File: src/rtl/tulip_pkg.sv
// Shared tulip codebase constants and helpers used as parameter defaults
// and for counter sizing across the audio blocks.
package tulip_pkg;

    localparam int C_ADC_DWIDTH    = 24;
    localparam int C_I2S_SLOT_BITS = 32;

    // Counter width for values 0..n-1, never narrower than one bit.
    function automatic int cnt_width(input int n);
        return (n > 1) ? $clog2(n) : 1;
    endfunction

endpackage

File: src/rtl/i2s_bclk_gen.sv
// I2S bit-clock divider: toggles i2s_bclk every G_BCLK_DIV clk cycles and
// strobes fall in the cycle the bit clock goes from 1 to 0.
module i2s_bclk_gen
    import tulip_pkg::*;
#(
    parameter int G_BCLK_DIV = 4
) (
    input  logic clk,
    input  logic reset_n,
    input  logic enable,
    output logic i2s_bclk,
    output logic fall
);

    localparam int            CW         = cnt_width(G_BCLK_DIV);
    localparam logic [CW-1:0] C_DIV_LAST = CW'(G_BCLK_DIV - 1);

    logic [CW-1:0] div_cnt_q, div_cnt_d;
    logic          bclk_q, bclk_d;
    logic          wrap;

    always_comb begin
        // NOTE: every signal written here gets a default first, so no path
        // through the block can leave it unassigned and infer a latch.
        div_cnt_d = div_cnt_q + CW'(1);
        bclk_d    = bclk_q;
        wrap      = (div_cnt_q == C_DIV_LAST);
        if (wrap) begin
            div_cnt_d = '0;
            bclk_d    = ~bclk_q;
        end
    end

    always_ff @(posedge clk) begin
        // NOTE: state registers use non-blocking assignments so every flop
        // samples its pre-edge inputs, independent of statement order.
        if (!reset_n || !enable) begin
            div_cnt_q <= '0;
            bclk_q    <= 1'b0;
        end else begin
            div_cnt_q <= div_cnt_d;
            bclk_q    <= bclk_d;
        end
    end

    assign i2s_bclk = bclk_q;
    assign fall     = reset_n & enable & wrap & bclk_q;

endmodule

File: src/rtl/i2s_dac_transmitter.sv
// Mono I2S DAC transmitter: buffers one sample from the DSP chain and sends it
// MSB first in both the left and right slots of each frame.
module i2s_dac_transmitter
    import tulip_pkg::*;
#(
    parameter int G_DWIDTH    = C_ADC_DWIDTH,
    parameter int G_BCLK_DIV  = 4,
    parameter int G_SLOT_BITS = C_I2S_SLOT_BITS
) (
    input  logic                clk,
    input  logic                reset_n,
    input  logic                enable,
    input  logic [G_DWIDTH-1:0] din,
    input  logic                din_valid,
    output logic                din_ready,
    input  logic                underrun_clear,
    output logic                underrun,
    output logic                i2s_bclk,
    output logic                i2s_lrclk,
    output logic                i2s_sdata
);

    localparam int            BW     = cnt_width(2 * G_SLOT_BITS);
    localparam int            IW     = cnt_width(G_DWIDTH);
    localparam logic [BW-1:0] C_SLOT = BW'(G_SLOT_BITS);
    localparam logic [BW-1:0] C_LAST = BW'(2 * G_SLOT_BITS - 1);

    logic                run;
    logic                fall;
    logic                capture;
    logic                frame_start;
    logic                underrun_set;
    logic [BW-1:0]       next_bit;
    logic [BW-1:0]       slot_pos;
    logic [31:0]         pos32;
    logic [IW-1:0]       bit_idx;

    logic [G_DWIDTH-1:0] hold_reg_q, hold_reg_d;
    logic                hold_valid_q, hold_valid_d;
    logic [G_DWIDTH-1:0] shift_reg_q, shift_reg_d;
    logic [BW-1:0]       bit_cnt_q, bit_cnt_d;
    logic                lrclk_q, lrclk_d;
    logic                sdata_q, sdata_d;
    logic                underrun_q, underrun_d;

    i2s_bclk_gen #(
        .G_BCLK_DIV (G_BCLK_DIV)
    ) u_bclk_gen (
        .clk      (clk),
        .reset_n  (reset_n),
        .enable   (enable),
        .i2s_bclk (i2s_bclk),
        .fall     (fall)
    );

    assign run       = reset_n & enable;
    assign din_ready = run & ~hold_valid_q;
    assign capture   = din_valid & din_ready;

    always_comb begin
        hold_reg_d   = hold_reg_q;
        hold_valid_d = hold_valid_q;
        shift_reg_d  = shift_reg_q;
        bit_cnt_d    = bit_cnt_q;
        lrclk_d      = lrclk_q;
        sdata_d      = sdata_q;

        next_bit     = (bit_cnt_q == C_LAST) ? '0 : bit_cnt_q + BW'(1);
        slot_pos     = (next_bit >= C_SLOT) ? next_bit - C_SLOT : next_bit;
        pos32        = 32'(slot_pos);
        bit_idx      = IW'(32'(G_DWIDTH) - pos32);
        frame_start  = fall && (next_bit == '0);
        underrun_set = frame_start && !hold_valid_q;

        if (fall) begin
            bit_cnt_d = next_bit;
            lrclk_d   = (next_bit >= C_SLOT);
            sdata_d   = 1'b0;
            if ((pos32 >= 32'd1) && (pos32 <= 32'(G_DWIDTH))) begin
                sdata_d = shift_reg_q[bit_idx];
            end
            // The frame-start load frees the buffer; din_ready was low this
            // cycle if it was full, so no capture can collide with the load.
            if (frame_start) begin
                shift_reg_d  = hold_valid_q ? hold_reg_q : '0;
                hold_valid_d = 1'b0;
            end
        end

        if (capture) begin
            hold_reg_d   = din;
            hold_valid_d = 1'b1;
        end

        if (underrun_set) begin
            underrun_d = 1'b1;
        end else if (underrun_clear) begin
            underrun_d = 1'b0;
        end else begin
            underrun_d = underrun_q;
        end
    end

    always_ff @(posedge clk) begin
        if (!run) begin
            hold_valid_q <= 1'b0;
            shift_reg_q  <= '0;
            bit_cnt_q    <= C_LAST;
            lrclk_q      <= 1'b0;
            sdata_q      <= 1'b0;
            underrun_q   <= 1'b0;
        end else begin
            hold_valid_q <= hold_valid_d;
            shift_reg_q  <= shift_reg_d;
            bit_cnt_q    <= bit_cnt_d;
            lrclk_q      <= lrclk_d;
            sdata_q      <= sdata_d;
            underrun_q   <= underrun_d;
        end
    end

    // NOTE: the sample buffer is deliberately not reset; hold_valid_q
    // qualifies it, so its contents are never used before a capture.
    always_ff @(posedge clk) begin
        hold_reg_q <= hold_reg_d;
    end

    assign i2s_lrclk = lrclk_q;
    assign i2s_sdata = sdata_q;
    assign underrun  = underrun_q;

endmodule

File: config.mk
export PLATFORM = sky130hd
export DESIGN_NAME = i2s_dac_transmitter
export DESIGN_NICKNAME = d
export VERILOG_FILES = /design/src/rtl/tulip_pkg.sv /design/src/rtl/i2s_bclk_gen.sv /design/src/rtl/i2s_dac_transmitter.sv
export SDC_FILE = /design/constraint.sdc
export NUM_CORES = 1
export LEC_CHECK = 0
export CORE_MARGIN = 2
export CORE_UTILIZATION = 25
export CTS_CLUSTER_DIAMETER = 200
export DETAILED_ROUTE_END_ITERATION = 10
export GPL_ROUTABILITY_DRIVEN = 0
export HOLD_SLACK_MARGIN = 0.15
export PLACE_DENSITY = 0.5
export RECOVER_POWER = 100
export SLEW_MARGIN = 20
export SYNTH_ARGS = -nofsm -noshare
export SYNTH_HDL_FRONTEND = slang
export SYNTH_SLANG_ARGS = --single-unit
export TNS_END_PERCENT = 1
File: constraint.sdc
create_clock -name clk -period 7.2 [get_ports clk]
set_clock_uncertainty 0.2 [all_clocks]
set_input_delay 1.08 -clock clk [delete_from_list [all_inputs] [get_ports clk]]
set_output_delay 1.08 -clock clk [all_outputs]
set_load 0.03 [all_outputs]
==> out/qor.txt <==
========================================================================================================
Initial core utilization ..................................................................        25.5%
Vias in the first global route ............................................................         1766
Most frequent cells in the layout ......................................................... nand2_1, dfxtp_1, dlygate4sd3_1
Tmin final ................................................................................      4.61 ns
CTS tree ..................................................................................         done
Part of the Yosys area used for sequential elements .......................................        55.7%
Proportion of power drawn by the clock network ............................................        43.3%
Combinational group share of total power ..................................................         3.1%
Biggest fanout along the worst timing path ................................................           32
Die width .................................................................................       106 um
Top-level port count ......................................................................           34
Compound-Gate Fraction of Synth Area ......................................................        14.5%
Worst IR Drop VDD .........................................................................   0.000116 V
Adder-Cell Fraction of Synth Area .........................................................        1.43%
Maximum buffer depth of the clock tree ....................................................            2
Setup repair bufs after CTS ...............................................................            0
Detailed placement HPWL ...................................................................      3430 um
Final total negative setup slack ..........................................................         0 ns
Post-Place Cells ..........................................................................          406
Nets in the synthesized netlist ...........................................................          288
Cts hold-fix bufs .........................................................................            0
Number of failing hold endpoints at the final stage .......................................            0
Number of enable flip-flop cells after synthesis ..........................................           24
Run status ................................................................................ finished, violations left
Proportion of synthesized area in mux cells ...............................................        5.15%
Clock Sinks ...............................................................................           61
Count of antenna-violating nets left after detailed routing ...............................            0
Post-cts gate resize count ................................................................            0
Xor-xnor portion of the synthesized cell area .............................................        1.67%
Maxcap violations .........................................................................            1
RSZ-0062 raised after global routing ......................................................        false
Total power of the final layout ...........................................................     0.684 mW
Routed length per instance ................................................................      12.3 um
Leakage power of the design ...............................................................      1.10 nW
Residual DRC ..............................................................................            0
Fraction of layout cells with a size suffix above 1 .......................................        8.74%
Internal ..................................................................................     0.535 mW
Total power divided by cell area ..........................................................   213 nW/um2
Fill cell count ...........................................................................         1091
Initial DRT Pass Iterations ...............................................................            5
Async set or reset register ratio after synthesis .........................................           0%
Number of rows created at floorplan .......................................................           37
#FFs+latches synth ........................................................................           61
Post-route standard cell area excluding fillers ...........................................     3210 um2
Slew at the pin closest to its max-slew limit .............................................      1.88 ns
Pin count of the biggest net entering global routing ......................................           33
Number of instances in the synthesized netlist ............................................          256
Required time reported for the critical path endpoint .....................................      5.92 ns
Main synth FF type ........................................................................      dfxtp_1
Wire length of the first global-routing pass ..............................................      8710 um
Syn. warnings .............................................................................            0
Nature of the critical path endpoint ......................................................  output port
Class of the most critical setup path ..................................................... input pin to output port
Worst max-slew margin expressed relative to the limit .....................................       -25.4%
Number of pins exceeding their max-slew limit in the final report .........................           26
Netlist Area Pre-Place ....................................................................     2620 um2
Core Region ...............................................................................    10300 um2
Number of diodes ..........................................................................            0
Combinational family with the most area after synthesis ................................... simple AND/OR/NAND/NOR gates
Area of placed instances ..................................................................     3030 um2
Clock insertion delay at the later pin of the skew report .................................      0.34 ns
Seq pwr share .............................................................................        53.7%
Violated checks ........................................................................... capacitance limit, slew limit
Final WL ..................................................................................      5190 um
Number of DRC markers after the initial detailed-route iteration ..........................           62
Via-to-Cell Ratio .........................................................................         4.51
Area grow syn2layout ......................................................................        22.4%
Post-route clock period utilization .......................................................        64.0%
Depth of the CTS H-tree ...................................................................            3
Setup violation total in the final timing report ..........................................            0
Critical path data arrival time ...........................................................      3.33 ns
Maximum achievable frequency ..............................................................      217 MHz
Share of total power consumed by net switching ............................................        21.7%
Synth Area per Inst .......................................................................     10.2 um2
Class of the most critical hold timing path ............................................... flip-flop to flip-flop
Total number of nets in the final design ..................................................          313
Antenna violations before repair ..........................................................            0
Aggregate global-route resource usage .....................................................        9.91%
Overflow after GRT ........................................................................            0
Count of different cell masters after synthesis ...........................................           45
Startpoint type of the worst setup path ...................................................    input pin
Post-CTS clock slew at the launch and capture registers of the worst setup and hold paths .      0.07 ns
Non-filler instance count after layout ....................................................          422
Overall die area ..........................................................................    11300 um2
Inserted Clock Buffers ....................................................................            9
Simple-gate share of the synthesized area .................................................        17.2%
Number of I/O port buffers ................................................................           33
Die height ................................................................................       106 um
Total via count after detailed routing ....................................................         1903
Library cell used as clock root buffer ....................................................     clkbuf_8
Sw Pwr ....................................................................................     0.149 mW
========================================================================================================
## final timing paths
path                            slack, ns  cells after the start                       to               startpoint
worst max-delay path                 2.59                      4                din_ready                   enable
worst min-delay path                 0.24                      1  u_bclk_gen.div_cnt_q[0]  u_bclk_gen.div_cnt_q[0]
worst max register to register       3.83                      6                 underrun             bit_cnt_q[0]
worst min register to register       0.24                      1  u_bclk_gen.div_cnt_q[0]  u_bclk_gen.div_cnt_q[0]
## power by group through the flow
stage | sequential (mW) | clock (mW) | combinational (mW)
after floorplan | 0.373 | 0 | 0.00850
after global placement | 0.375 | 0 | 0.0241
after detailed placement | 0.375 | 0 | 0.0242
after CTS | 0.367 | 0.304 | 0.0243
after global routing | 0.367 | 0.319 | 0.0231
final | 0.367 | 0.296 | 0.0209
## cells by family (layout without fill, tap and decap cells)
| group | Yosys count | count (layout) |
|---|---|---|
| buffers and inverters | 25 | 55 |
| AOI/OAI and AO/OA | 58 | 58 |
| DFF | 61 | 61 |
| and+or+nand+nor | 95 | 95 |
| adders and majority gates | 3 | 3 |
| muxes | 9 | 9 |
| xor gates and xnor gates | 5 | 5 |
## final cells by class
| cell class | instances | area [um2] | area share [%] |
|---|---|---|---|
| Clock buffer | 10 | 128 | 3.98 |
| Clock inverter | 6 | 63.8 | 1.99 |
| Inverter | 6 | 22.5 | 0.702 |
| Multi-Input combinational cell | 170 | 1030 | 32.2 |
| Sequential cell | 61 | 1460 | 45.5 |
| Tap cell | 136 | 170 | 5.30 |
| Timing Repair Buffer | 33 | 330 | 10.3 |
## Yosys cell counts, types with 2 or more instances
cell | n | area, um2
o21ai_0 | 8 | 40.0
buf_4 | 2 | 15.0
nand2_1 | 37 | 139
o31ai_1 | 2 | 15.0
mux2i_1 | 3 | 30.0
edfxtp_1 | 24 | 721
nor3_1 | 6 | 30.0
inv_1 | 6 | 22.5
a31oi_1 | 2 | 12.5
o211ai_1 | 2 | 15.0
a21oi_1 | 29 | 145
and3_1 | 4 | 25.0
and2_1 | 4 | 25.0
ha_1 | 3 | 37.5
xnor2_1 | 4 | 35.0
nand3_1 | 26 | 130
dfxtp_1 | 37 | 741
nor2_1 | 12 | 45.0
mux2_2 | 2 | 22.5
mux4_2 | 3 | 67.6
clkbuf_1 | 12 | 45.0
a211oi_1 | 2 | 15.0
buf_2 | 4 | 20.0
## worst max-delay path, stage by stage
cell,delay (ns)
dlygate4sd3_1,0.53
nand2_1,0.60
nor2_1,0.33
dlygate4sd3_1,0.78
## sequential cells by signal, indices dropped and copies added (netlist names), 2 cells and up
register and cells:
bit_cnt_q 6, shift_reg_q 24, u_bclk_gen.div_cnt_q 2, hold_reg_q 24
## per-layer routing
layer  track usage, %  routed length [um]  share of wire [%]  up-vias
met5                0                   0                  0        -
met4             6.12                  85                1.6        0
met3             2.45                 191                3.7        6
met2             14.9                2420                 47       38
met1             12.8                2490                 48      882
li1                 -                   -                  -      977
## metrics by stage
stage               util [%]  hold slack, ns  setup WS (ns)
floorplan                  -           0.204           4.29
global placement        29.5           0.214           2.70
detailed placement      29.5           0.228           2.66
CTS                     31.4           0.238           2.65
global route            31.2           0.255           2.40
finish                  31.2           0.236           2.59
Note: power is estimated with default switching activity, not from simulation.
